## src/rtl/bit_pattern_pkg.sv

```systemverilog
// Shared constants and helpers for the serial bit-pattern detector family.
package bit_pattern_pkg;

    localparam logic [3:0] DEFAULT_PATTERN = 4'b1011;

    // Width needed to count 0..pat_w valid bits of history.
    function automatic int unsigned fill_w(input int unsigned pat_w);
        return int'($clog2(pat_w + 1));
    endfunction

endpackage

```

## src/rtl/bit_pattern_match.sv

```systemverilog
// Combinational masked compare of a shift-register window against a pattern.
module bit_pattern_match #(
    parameter int unsigned W = 4
) (
    input  logic [W-1:0] window,
    input  logic [W-1:0] pattern,
    input  logic [W-1:0] mask,
    output logic         hit
);

    assign hit = ~|((window ^ pattern) & mask);

endmodule

```

## src/rtl/bit_pattern_param_detector.sv

```systemverilog
// Serial sync/marker detector: masked runtime pattern, overlap select, saturating match count.
module bit_pattern_param_detector
    import bit_pattern_pkg::*;
#(
    parameter int unsigned      PAT_W         = 4,
    parameter int unsigned      CNT_W         = 8,
    parameter logic [PAT_W-1:0] RESET_PATTERN = PAT_W'(DEFAULT_PATTERN)
) (
    input  logic             clk,
    input  logic             rst,
    input  logic             in_valid,
    input  logic             data,
    input  logic             cfg_we,
    input  logic [PAT_W-1:0] cfg_pattern,
    input  logic [PAT_W-1:0] cfg_mask,
    input  logic             cfg_overlap,
    output logic             detect,
    output logic [CNT_W-1:0] match_count,
    output logic             count_sat
);

    localparam int unsigned      FW       = fill_w(PAT_W);
    localparam logic [FW-1:0]    FILL_MAX = FW'(PAT_W);
    localparam logic [CNT_W-1:0] CNT_MAX  = {CNT_W{1'b1}};

    logic [PAT_W-1:0] shreg_q, shreg_d;
    logic [FW-1:0]    fill_q, fill_d;
    logic [PAT_W-1:0] pattern_q, pattern_d;
    logic [PAT_W-1:0] mask_q, mask_d;
    logic             overlap_q, overlap_d;
    logic             detect_q, detect_d;
    logic [CNT_W-1:0] count_q, count_d;
    logic             sat_q, sat_d;

    logic [PAT_W-1:0] nshreg;
    logic [FW-1:0]    nfill;
    logic             hit;
    logic             match;

    assign nshreg = {shreg_q[PAT_W-2:0], data};
    assign nfill  = (fill_q == FILL_MAX) ? fill_q : fill_q + FW'(1);

    bit_pattern_match #(
        .W(PAT_W)
    ) u_match (
        .window (nshreg),
        .pattern(pattern_q),
        .mask   (mask_q),
        .hit    (hit)
    );

    assign match = in_valid && (nfill == FILL_MAX) && hit;

    always_comb begin
        shreg_d   = shreg_q;
        fill_d    = fill_q;
        pattern_d = pattern_q;
        mask_d    = mask_q;
        overlap_d = overlap_q;
        detect_d  = 1'b0;
        count_d   = count_q;
        sat_d     = sat_q;

        // Reconfiguration wins over a same-edge data bit, which is dropped.
        if (cfg_we) begin
            pattern_d = cfg_pattern;
            mask_d    = cfg_mask;
            overlap_d = cfg_overlap;
            shreg_d   = '0;
            fill_d    = '0;
            count_d   = '0;
            sat_d     = 1'b0;
        end else if (in_valid) begin
            shreg_d = nshreg;
            fill_d  = (match && !overlap_q) ? '0 : nfill;
            if (match) begin
                detect_d = 1'b1;
                if (count_q != CNT_MAX) begin
                    count_d = count_q + CNT_W'(1);
                end
                if (count_d == CNT_MAX) begin
                    sat_d = 1'b1;
                end
            end
        end
    end

    always_ff @(posedge clk or posedge rst) begin
        if (rst) begin
            shreg_q   <= '0;
            fill_q    <= '0;
            pattern_q <= RESET_PATTERN;
            mask_q    <= '1;
            overlap_q <= 1'b1;
            detect_q  <= 1'b0;
            count_q   <= '0;
            sat_q     <= 1'b0;
        end else begin
            shreg_q   <= shreg_d;
            fill_q    <= fill_d;
            pattern_q <= pattern_d;
            mask_q    <= mask_d;
            overlap_q <= overlap_d;
            detect_q  <= detect_d;
            count_q   <= count_d;
            sat_q     <= sat_d;
        end
    end

    assign detect      = detect_q;
    assign match_count = count_q;
    assign count_sat   = sat_q;

endmodule

```

## config.mk

```make
export PLATFORM = sky130hd
export DESIGN_NAME = bit_pattern_param_detector
export DESIGN_NICKNAME = d
export VERILOG_FILES = /design/src/rtl/bit_pattern_pkg.sv /design/src/rtl/bit_pattern_match.sv /design/src/rtl/bit_pattern_param_detector.sv
export SDC_FILE = /design/constraint.sdc
export NUM_CORES = 1
export LEC_CHECK = 0
export ABC_AREA = 0
export CELL_PAD_IN_SITES_DETAIL_PLACEMENT = 0
export CELL_PAD_IN_SITES_GLOBAL_PLACEMENT = 2
export CORE_ASPECT_RATIO = 0.7
export CORE_MARGIN = 2
export CORE_UTILIZATION = 35
export CTS_CLUSTER_DIAMETER = 150
export DETAILED_ROUTE_END_ITERATION = 12
export HOLD_SLACK_MARGIN = 0.12
export PLACE_DENSITY_LB_ADDON = 0.2
export SKIP_CTS_REPAIR_TIMING = 1
export SYNTH_ARGS = -nofsm -noshare
export SYNTH_HDL_FRONTEND = slang
export SYNTH_SLANG_ARGS = --single-unit
```

## constraint.sdc

```tcl
create_clock -name clk -period 3.9 [get_ports clk]
set_input_delay 0.78 -clock clk [delete_from_list [all_inputs] [get_ports clk]]
set_output_delay 0.78 -clock clk [all_outputs]
set_load 0.1 [all_outputs]
```

After elaboration in Yosys (flattened, before gate mapping) --
Cells that the tools add are included.
Storage, ports and cells: bits in registers 25, latch bits 0, RAM bits 0, memory bits (read-only) 0, bits of input ports 14, output and inout port bits 10, logic and storage cells 47, memories kept 0
Cells by class: $add $sub $neg 2, multipliers 0, div/mod/pow operators 0, magnitude comparators 0, equal/unequal tests 4, shift operators 0, mux-type cells 20, bitwise logic cells 2, reduce and logical (&&, ||, !) cells 11
Operators by type and width (count):
- $mux 8 | 7
- $mux 3 | 6
- $add 8x1->8 const B | 1
- $eq 8x8->1 const B | 1
- $ne 8x8->1 const B | 1
- $mux 1 | 7
- $eq 3x3->1 const B | 2
- $reduce_bool 2->1 | 3
- $and 4x4->4 | 1
- $reduce_or 4->1 | 1
- $xor 4x4->4 | 1
- $add 3x1->3 const B | 1
- $logic_and 1x1->1 | 3
- $reduce_and 3->1 | 1
- $logic_not 1->1 | 2
- $reduce_and 2->1 | 1

Logic depth before layout (Yosys ltp) --
Gate-level depths: netlist of run 1.
depth after elaboration 13, depth in mapped cells 8, gate-level depth less buffers 7

Hierarchy --
Synthesis of run 1 repeated with hierarchy kept, for this count alone.
Unflattened totals: cell total of the unflattened synthesis 129, area total of the unflattened synthesis 1345.0 um^2
Modules (own cells, without submodules):
- bit_pattern_param_detector | times used 1, cells each 123, area an instance 1286.2 um^2, sequential area each 635.6 um^2
- bit_pattern_match | times used 1, cells each 6, area an instance 58.8 um^2, sequential area each 0.0 um^2

Worst setup path after synthesis of run 1 --
OpenSTA, ideal clock, no wires.
path kind reg2reg, from register count_q[0], in the netlist match_count[0], to register sat_q, in the netlist count_sat, data arrival time 2.066 ns, setup slack 1.714 ns, cell stages (with the launch flop) 7, buffers on the path 0, clock period less this slack 2.186 ns, path through dfrtp_1 -> ha_1 -> nand2_1 -> nand2_1 -> nor2_1 -> a31o_2 -> a31o_2
Between the ends: cells in the longest elaborated chain, start to end 8, elaborated cells between the ends (all ways) 9, those cells by class 1 x add/sub; 2 x eq/ne; 4 x mux; 2 x reduce/logical
RTL lines:
- start, declared | RTL line bit_pattern_param_detector.sv:32 | logic [CNT_W-1:0] count_q, count_d;
- start signal, assigned | RTL line bit_pattern_param_detector.sv:105 | count_q <= count_d;
- $add 8x1->8 or $ne 8x8->1 (tied branches) | RTL line bit_pattern_param_detector.sv:79, bit_pattern_param_detector.sv:78
- $mux 8 (*) | RTL line bit_pattern_param_detector.sv:78 | if (count_q != CNT_MAX) begin
- $mux 8 (*) | RTL line bit_pattern_param_detector.sv:76 | if (match) begin
- $mux 8 (*) | RTL line bit_pattern_param_detector.sv:73 | end else if (in_valid) begin
- $mux 8 (*) | RTL line bit_pattern_param_detector.sv:65 | if (cfg_we) begin
- $eq 8x8->1 (*) | RTL line bit_pattern_param_detector.sv:81 | if (count_d == CNT_MAX) begin
- $reduce_bool 2->1 (no line) (*)
- $reduce_and 3->1 (no line) (*)
- end signal, assigned | RTL line bit_pattern_param_detector.sv:106 | sat_q <= sat_d;
- end, declared | RTL line bit_pattern_param_detector.sv:33 | logic sat_q, sat_d;
Mark *: on every way between the ends. The rest lies on a longest branch, timed or not. The select of a mux whose other input is x is not followed. A chain may end at the register's enable or synchronous reset.

Worst setup path after layout of run 1 --
from input port in_valid, to register count_q[7], in the netlist match_count[7]
Between the ends: cells in the longest elaborated chain, start to end 4, elaborated cells between the ends (all ways) 5, those cells by class 5 x reduce/logical
RTL lines:
- start, declared | RTL line bit_pattern_param_detector.sv:11 | input logic in_valid,
- $logic_and 1x1->1 (2 in a row) | RTL line bit_pattern_param_detector.sv:52 | assign match = in_valid && (nfill == FILL_MAX) && hit;
- $reduce_bool 2->1 (no line)
- $reduce_and 2->1 (no line) (*)
Mark *: on every way between the ends. The rest lies on a longest branch, timed or not.

==> impl.org, run 1 <==
** STA
- Smallest hold slack :: 0.540 ns
- Final number of setup-violating endpoints :: 0
- Count of endpoints failing hold in the final timing report :: 0
- Max_slew headroom :: 33.4%
- Setup repair after global routing left no endpoint under its margin.
- Actual slew at the worst max-slew pin :: 0.996 ns
- Between clock sinks in the finished design, the worst skew comes to 0.00236 ns.
- Final min period :: 2.78 ns
- Timing would allow up to 359 MHz.
- Dividing the final minimum period by the clock period gives 71.4%.
- The number of max-slew violations in the final report was 0.
- Setup_tns :: 0 ns

** Setup path
- Critical path launch point type :: primary input
- For the worst setup path, the data arrival time is 2.94 ns.
- Required arrival time at the worst endpoint :: 4.06 ns
- Crit Path Class :: in2reg
- Worst setup EP type :: register
- In this run the worst path has a maximum fanout of 12.

** Global routing
- The first global-routing pass estimated 4620 um of wire.
- The total overflow left after global routing is 0.
- Number of global-route vias before repair :: 944
- Global-route usage over all layers :: 14.4%
- The initial antenna violation count was 0.
- Largest net degree at the start of global routing :: 27

** Floorplan
- The die is 54.9 um tall.
- 24 I/O pins were placed.
- Die Footprint :: 4210 um^2
- In this run the horizontal extent of the chip is 76.7 um.
- Row generation in the floorplan step produced 18 rows.
- Initial standard-cell utilization of the core :: 36.7%
- Placeable core area :: 3540 um^2

** Synth
- Mapped Cells :: 121
- Synth top area share :: 32.8%
- Among all flip-flop cells after synthesis, the most frequent one is dfrtp_1.
- A synthesized cell averages 10.7 um^2.
- During synthesis, Yosys emitted a total of 0 warnings.
- The number of nets handed over by synthesis was 138.
- The biggest area contributor in the post-synthesis netlist is dfrtp_1.
- Ranked by total cell area, the synthesized netlist is headed by dfrtp_1, dfstp_2, mux2_2.
- Yosys mapped the design onto 41 distinct sky130hd cell types.
- After synthesis the cells add up to 1300 um^2.
- The synthesized design contains 25 register bits.
- Counting flops with an async set or reset pin after synthesis yields a share of 100%.
- Register area share after synthesis :: 49.0%
- EDFF count, synth :: 0

** Clock network
- The root buffer cell chosen for the clock tree is clkbuf_8.
- Total clock sinks :: 25
- Clock buffer depth :: 2
- Clock buffer count from CTS :: 3
- After clock tree synthesis, the clock-pin slew on the worst setup and hold paths is 0.09 ns.
- The later pin in the worst-skew pair is clocked with a latency of 0.27 ns.
- TritonCTS built the clock tree.
- In this run the number of H-tree levels came out at 1.

** Pwr
- Across the VDD grid, the largest voltage drop is 0.176 mV.
- Static power due to leakage :: 0.649 nW
- For this design the ratio of total power to cell area is 321 nW/um^2.

** Drt
- After detailed routing, the number of vias per cell comes to 5.07.
- Detailed-route wire length per cell :: 13.7 um
- Total wire length after detailed routing :: 2650 um
- Detailed router's first-iteration violation count :: 95
- Post-detailed-route DRC marker count :: 0
- Number of iterations in the first detailed-routing pass :: 4
- Detailed routing inserted a total of 979 vias.
- Once detail routing completed, the nets flagged for antenna violations numbered 0.

** Cells and area
- Fin util :: 45.7%
- In the final layout, the share of cells above drive strength 1 is 21.0%.
- The library cell used most frequently in the layout, excluding fill and tap cells, is clkdlybuf4s50_1.
- Number of antenna diodes :: 0
- After the last flow step, the layout net total stands at 161.
- From synthesis to final layout, the design area changed by 24.7%.
- Most frequent cells in the layout :: clkdlybuf4s50_1, dfrtp_1, nand2_1, nor2_1, mux2_2

** Placed design
- In this run the tool buffered the top-level ports with 23 buffer cells.
- Last weighted congestion value of the routability-driven placer :: 0.786
- Half-perimeter wire length after placement :: 1930 um

** Job
- Max-Cap Viols :: 0

** Run status
- The flow ran to the end, and the final reports show no timing, DRC or antenna violations.

** Worst hold path
- Hold Path Class :: reg2reg
## kinds of logic (layout without fill, tap and decap cells)
group	count (synthesis)	after routing	synth area share, %
simple gates	41	41	16.7
compound gates	24	24	13.4
mux	14	14	11.8
buf+inv	9	31	2.80
xor+xnor	5	5	3.38
flops	25	25	49.0
fa+ha+maj	3	3	2.90
## through the flow
stage                     total power, mW  setup WS (ns)  cell area (um^2)  instances
after floorplan                     0.341           1.71              1300        121
after global placement              0.365          0.946              1570        189
after detailed placement            0.366          0.807              1570        189
after CTS                           0.528           1.11              1620        193
after global routing                0.552          0.907              1620        193
final                               0.519           1.12              1620        193
## layer usage
metal	wire length [um]	track usage, %	share of wire (%)	up-vias
li1	-	-	-	483
met1	1430	20.9	54	475
met2	1090	21.3	41	17
met3	109	4.06	4.1	4
met4	15	3.64	0.57	0
met5	0	0	0	-
## registers in the layout, indices dropped and copies added (netlist names)
| name | cells |
|---|---|
| count_sat | 1 |
| detect | 1 |
| fill_q | 3 |
| mask_q | 4 |
| match_count | 8 |
| overlap_q | 1 |
| pattern_q | 4 |
| shreg_q | 3 |
## where the power goes
| part | leakage (nW) | switching (mW) | internal (mW) | total (mW) |
|---|---|---|---|---|
| registers | 0.317 | 0.0100 | 0.279 | 0.289 |
| logic | 0.311 | 0.0363 | 0.0357 | 0.0720 |
| clock network | 0.0217 | 0.0856 | 0.0725 | 0.158 |
## critical path, stage by stage
cell,delay (ns)
clkdlybuf4s50_1,0.67
inv_1,0.09
a221oi_2,0.20
nand4_1,0.39
nor4b_1,0.46
mux2_1,0.35
## Yosys cell counts (all sizes together), types with 2 or more instances
cell type  count
dfrtp         17
mux2          10
nand2         10
nor2           9
dfstp          8
a21oi          7
o21ai          5
buf            4
inv            4
mux2i          4
nor3           4
xor2           4
ha             3
nand3          3
a221oi         2
a31o           2
and3           2
nand4          2
nor2b          2
or3            2
## worst paths after layout
path	start	to	slack, ns	depth (start not counted)
worst max-delay path	in_valid	match_count[7]	1.12	6
max in group asynchronous	rst	fill_q[1]	2.32	2
worst max register to register	fill_q[0]	match_count[7]	1.38	7
min in group asynchronous	rst	detect	1.01	2
worst min-delay path	pattern_q[2]	pattern_q[2]	0.54	1
worst min register to register	pattern_q[2]	pattern_q[2]	0.54	1
## area by class of cell
cell class	count	area, um^2
clock buffers	3	41.3
clock inverters	1	7.51
fillers	333	1920
inverters	4	15.0
multi-input cells	87	624
flip-flops and latches	25	636
well taps	50	62.6
repair buffers	23	230
Note: power is estimated with default switching activity, not from simulation.
==> run 2: changes to the inputs <==
--- a/config.mk
+++ b/config.mk
@@ -10,7 +10,7 @@
 export CELL_PAD_IN_SITES_GLOBAL_PLACEMENT = 2
 export CORE_ASPECT_RATIO = 0.7
 export CORE_MARGIN = 2
-export CORE_UTILIZATION = 35
+export CORE_UTILIZATION = 29
 export CTS_CLUSTER_DIAMETER = 150
 export DETAILED_ROUTE_END_ITERATION = 12
 export HOLD_SLACK_MARGIN = 0.12
==> constraint.sdc (replaced) <==
create_clock -name clk -period 2.25 [get_ports clk]
set_input_delay 0.45 -clock clk [delete_from_list [all_inputs] [get_ports clk]]
set_output_delay 0.45 -clock clk [all_outputs]
set_load 0.1 [all_outputs]
==> impl.org, run 2 (synthesis results as in run 1) <==
** Drt
- Number of iterations in the first detailed-routing pass :: 4
- Remaining number of nets flagged by the antenna check after routing :: 0
- After detailed routing, the number of remaining DRC violations is 0.
- Using the TritonRoute via totals, the vias-per-cell ratio works out to 4.82.
- The routed layout has 1003 vias.
- Dividing the detail-routed wire length by the instance count gives 13.9 um.
- Total wire length after detailed routing :: 2880 um
- For this block, the initial DRC count from the detailed router was 62.

** Floorplan
- The floorplan step defined a die boundary enclosing 5030 um^2.
- Measured along the x axis, the die boundary spans 83.9 um.
- The die is 59.9 um tall.
- 24 I/O pins were placed.
- The total area inside the core boundary comes to 4330 um^2.
- The initial utilization of the core area, before any placement, comes to 29.9%.
- Site row count :: 20

** Setup path
- Required arrival time at the worst endpoint :: 2.41 ns
- STA classifies the critical path endpoint as a register.
- Of all nets on the critical path, the largest fanout is 6.
- The setup check on the worst reg-to-reg path leaves a slack of 0.14 ns.
- Data arrival time of the critical path :: 2.28 ns
- Crit Path Class :: reg2reg
- Critical path launch point type :: register
- Counting cells, the worst reg-to-reg path comes to 8.

** Clock network
- Clock tree synthesis selected as its root buffer the cell clkbuf_8.
- TritonCTS built the clock tree.
- After clock tree synthesis, the clock-pin slew on the worst setup and hold paths is 0.09 ns.
- Total clock sinks :: 25
- Insertion delay to the later sink of the worst-skew pair :: 0.27 ns
- CTS HTree Levels :: 1
- Clock buffer count from CTS :: 3
- The clock passes through at most 2 buffers.

** Pwr
- In this run the power density over the cells is 543 nW/um^2.
- Across the VDD grid, the largest voltage drop is 0.304 mV.
- The completed layout was analyzed and its total power is 0.912 mW.
- The analysis attributes to cell leakage a power of 0.715 nW.

** Cells and area
- The net count of the finished layout is 171.
- Synth-to-Final Area Change :: 29.5%
- The register with the most flip-flops in the layout has 8 of them.
- The library cell used most frequently in the layout, excluding fill and tap cells, is buf_4.
- 0 antenna diodes ended up in the layout.
- In the layout the commonest cells are buf_4, dfrtp_1, clkdlybuf4s50_1.
- The finished layout holds 208 standard cells, fillers aside.
- Cells with a size suffix above 1 make up 33.3% of the layout.
- Layout fillers :: 457

** STA
- Setup violations remaining at the end of the flow were counted as 0.
- At the pin with the least slew margin, the transition time is 0.488 ns.
- Hold is met by 0.489 ns.
- Number of max-slew violations in the final report :: 0
- Count of endpoints failing hold in the final timing report :: 0
- Summed over all failing endpoints, the final setup total negative slack is 0 ns.
- Clock skew :: 0.00796 ns
- Measured against its own limit, the worst slew margin works out to 67.4%.
- Tcrit/Tclk final :: 93.9%
- Derived from the worst setup path, the maximum achievable clock frequency is 473 MHz.
- Final min period :: 2.11 ns

** Global routing
- Entering global routing, the biggest net connects 23 pins.
- The via count of the first global-routing pass is 985.
- First-pass GRT wire length :: 4750 um
- Antenna violations before repair :: 0
- Global routing used 12.0% of the available tracks.
- Overall overflow remaining after global route :: 0

** Placed design
- Number of port buffers :: 23
- The congestion estimate from routability-driven global placement came to 0.741.
- Half-perimeter wire length after placement :: 2170 um
- Instance count after placement with tap cells included :: 202

** Job
- Max-cap violations in this run came to 0.

** Worst hold path
- In this run the worst hold path is classified as in2async.

** Run status
- Status :: completed
## run 2: area by class of cell
type                    count  area (um^2)  area share, %
inverters                   4         15.0          0.894
flip-flops and latches     25          636           37.9
repair buffers             33          280           16.7
clock buffers               3         41.3           2.46
clock inverters             1         7.51          0.447
well taps                  55         68.8           4.10
multi-input cells          87          631           37.6
## run 2: report_power, final
part	internal [mW]	switching [mW]	total (mW)
combinational	0.0733	0.0663	0.140
sequential	0.483	0.0155	0.498
clock	0.126	0.148	0.274
total	0.682	0.230	0.912
## run 2: through the flow
stage               instance area (um^2)  utilization [%]  setup slack [ns]
CTS                                 1660             38.3            0.0476
finish                              1680             38.8             0.137
global placement                    1610             37.2           -0.0920
global route                        1680             38.8          -0.00542
detailed placement                  1610             37.2            -0.147
floorplan                           1300                -            0.0638
## run 2: worst paths after layout
check	start	endpoint
worst min-delay path	rst	shreg_q[0]
min in group clk	pattern_q[2]	pattern_q[2]
worst min register to register	pattern_q[2]	pattern_q[2]
worst max register to register	fill_q[1]	match_count[7]
worst max-delay path	fill_q[1]	match_count[7]
max in group asynchronous	rst	match_count[2]
## run 2: worst max-delay path: stages, from the launching register on
cell      delay, ns
dfrtp_1        0.38
inv_1          0.05
ha_1           0.20
and3_2         0.23
a221oi_2       0.21
nand4_1        0.12
buf_4          0.17
nor4b_2        0.29
mux2_1         0.34
## run 2: per-layer routing
layer  GRT usage (%)  part of all wire, %  vias up
met5               0                    0        -
met4            1.38                 0.45        0
met3            3.04                  3.3        2
met2            17.5                   41       22
met1            18.5                   55      475
li1                -                    -      504
==> run 3: changes to the inputs <==
--- a/config.mk
+++ b/config.mk
@@ -6,9 +6,10 @@
 export NUM_CORES = 1
 export LEC_CHECK = 0
 export ABC_AREA = 0
+export CAP_MARGIN = 0
 export CELL_PAD_IN_SITES_DETAIL_PLACEMENT = 0
 export CELL_PAD_IN_SITES_GLOBAL_PLACEMENT = 2
-export CORE_ASPECT_RATIO = 0.7
+export CORE_ASPECT_RATIO = 1.25
 export CORE_MARGIN = 2
 export CORE_UTILIZATION = 29
 export CTS_CLUSTER_DIAMETER = 150
==> impl.org, run 3 (synthesis results as in run 1) <==
** Drt
- Across all layers, the routed design uses 1011 vias.
- Detailed router's first-iteration violation count :: 39
- Detailed-route wire length per cell :: 13.5 um
- Post-DR vias/cell :: 4.77
- The pre-antenna-repair detailed-routing pass consisted of 4 iterations.
- Remaining number of nets flagged by the antenna check after routing :: 0
- Total wire length after detailed routing :: 2860 um
- Post-detailed-route DRC marker count :: 0

** Setup path
- For this run, the slowest stage of the critical path takes 0.50 ns.
- Among cell families on the critical path, the largest total delay comes from simple AND/OR/NAND/NOR gates.
- Data on the critical path is required at its endpoint by 2.45 ns.
- Data arrival time of the critical path :: 2.35 ns
- The startpoint identified for the worst register-to-register timing path is fill_q[1].
- Crit Path Class :: reg2reg
- Worst Path Max Fanout :: 5
- For the worst flop-to-flop path, the logic depth is 8.
- Crit path depth :: 8
- Count of buffering cells on the critical path with inverters included :: 2
- Setup crit end :: match_count[5]
- Critical path launch point type :: register
- The endpoint identified for the worst register-to-register timing path is match_count[5].
- Cells along the critical path :: inv_1 > ha_1 > and3_2 > a221oi_2 > nand4_1 > buf_4 > or4_1 > a21oi_1
- Worst setup EP type :: register
- The setup check on the worst reg-to-reg path leaves a slack of 0.1 ns.
- In this run the worst setup path begins at fill_q[1].
- Cell with the largest stage delay on the worst path :: or4_1

** Clock network
- The longest clock path from root to sink contains 2 buffers.
- Clock buffer count from CTS :: 3
- The later pin in the worst-skew pair is clocked with a latency of 0.27 ns.
- Total clock sinks :: 25
- In this run the number of H-tree levels came out at 1.
- Clock slew at reported path FFs :: 0.10 ns
- In this run the clock root is driven by a clkbuf_8.
- Clock tree from TritonCTS :: built

** Floorplan
- Measured along the y axis, the die boundary spans 78.8 um.
- Die X-Extent :: 63.8 um
- Initial standard-cell utilization of the core :: 29.7%
- The floorplan step defined a core boundary enclosing 4360 um^2.
- The initialized floorplan defines 27 standard-cell rows.
- The floorplan step defined a die boundary enclosing 5020 um^2.
- 24 I/O pins were placed.

** Cells and area
- Number of antenna diodes :: 0
- The library cell used most frequently in the layout, excluding fill and tap cells, is buf_4.
- In the layout the commonest cells are buf_4, dfrtp_1, clkdlybuf4s50_1.
- At the end of the flow, the number of nets in the layout was 172.
- The register with the most flip-flops in the layout has 8 of them.
- Cells with a size suffix above 1 make up 33.8% of the layout.
- Synth-to-Final Area Change :: 30.8%
- The filler cells instantiated in the layout total 439.

** Global routing
- Across every metal layer, demand over resource in global routing totals 12.6%.
- Global-route met3 utilization :: 1.84%
- Antenna violations before repair :: 0
- For met2 alone, demand over resource in global routing was 22.3%.
- Summed over all layers, the global routing overflow is 0.
- First-pass GRT wire length :: 5040 um
- The via count of the first global-routing pass is 1076.
- Busiest layer in global routing :: met2
- Entering global routing, the biggest net connects 26 pins.
- For met1 alone, demand over resource in global routing was 15.9%.

** STA
- Tcrit/Tclk final :: 95.6%
- Max_slew headroom :: 76.7%
- Final hold analysis gives a worst-case slack of 0.520 ns.
- Static timing analysis puts the maximum clock frequency at 465 MHz.
- Counting I/O delays and the setup requirement, the final critical path takes 2.15 ns.
- Final number of setup-violating endpoints :: 0
- Number of max-slew violations in the final report :: 0
- Setup_tns :: 0 ns
- At the pin with the least slew margin, the transition time is 0.346 ns.
- For the final database, setup skew stands at 0.00441 ns.
- The hold violation total from the final report came to 0.

** Worst hold path
- Hold Path Class :: in2async

** Pwr
- Summed over all cells, the static leakage comes to 0.726 nW.
- Across the VDD grid, the largest voltage drop is 0.259 mV.
- Final Total Pwr :: 0.921 mW
- Power density of the placed cells :: 543 nW/um^2

** Run status
- The flow ran to the end, and the final reports show no timing, DRC or antenna violations.

** Placed design
- Detailed placement finished with a half-perimeter wire length of 2120 um.
- Last weighted congestion value of the routability-driven placer :: 0.760
- Port buffering added 23 buffers.

** Job
- Max-Cap Viols :: 0
[run 3: cell count changes in the layout (fill, tap and decap cells not counted)]
cell / previous run / this run
inv_6: 0 / 1
clkinvlp_4: 1 / 0
buf_6: 0 / 1
[run 3: report_power, final]
group | switching (mW) | total, mW | internal [mW]
logic | 0.0666 | 0.141 | 0.0742
clock network | 0.151 | 0.281 | 0.130
registers | 0.0167 | 0.500 | 0.483
total | 0.235 | 0.921 | 0.687
[run 3: worst min-delay path by stage]
stage | start | end | slack, ns | cells after the start
floorplan | rst | count_sat | 0.47 | 1
global placement | pattern_q[2] | pattern_q[2] | 0.51 | 1
detailed placement | pattern_q[2] | pattern_q[2] | 0.52 | 1
CTS | rst | count_sat | 0.53 | 3
global route | rst | match_count[1] | 0.57 | 3
finish | rst | detect | 0.52 | 3
[run 3: tightest hold or removal path: cells and delay by family]
| family | cells | cell delay (ns) |
|---|---|---|
| buffers and inverters | 3 | 0.74 |
[run 3: per-layer routing]
| metal | share of wire, % | wire, um |
|---|---|---|
| met5 | 0 | 0 |
| met2 | 51 | 1460 |
| met1 | 46 | 1310 |
| met4 | 0.52 | 15 |
| met3 | 2.6 | 75 |
[run 3: stage by stage]
step	util, %	area (um^2)	std cells	worst slack [ns]
3_5_place_dp	37.2	1620	206	-0.102
3_3_place_gp	37.2	1620	206	-0.0596
2_1_floorplan	-	1300	121	0.0638
5_1_grt	38.9	1700	212	-0.000843
6_report	38.9	1700	212	0.0984
4_1_cts	38.3	1670	210	0.0261
[run 3: final cells by class]
cell class	instances	area [um^2]	share of cell area [%]
clock inverters	1	8.76	0.517
well taps	58	72.6	4.28
inverters	4	15.0	0.886
clock buffers	3	41.3	2.44
flip-flops and latches	25	636	37.5
repair buffers	34	292	17.2
multi-input cells	87	631	37.2
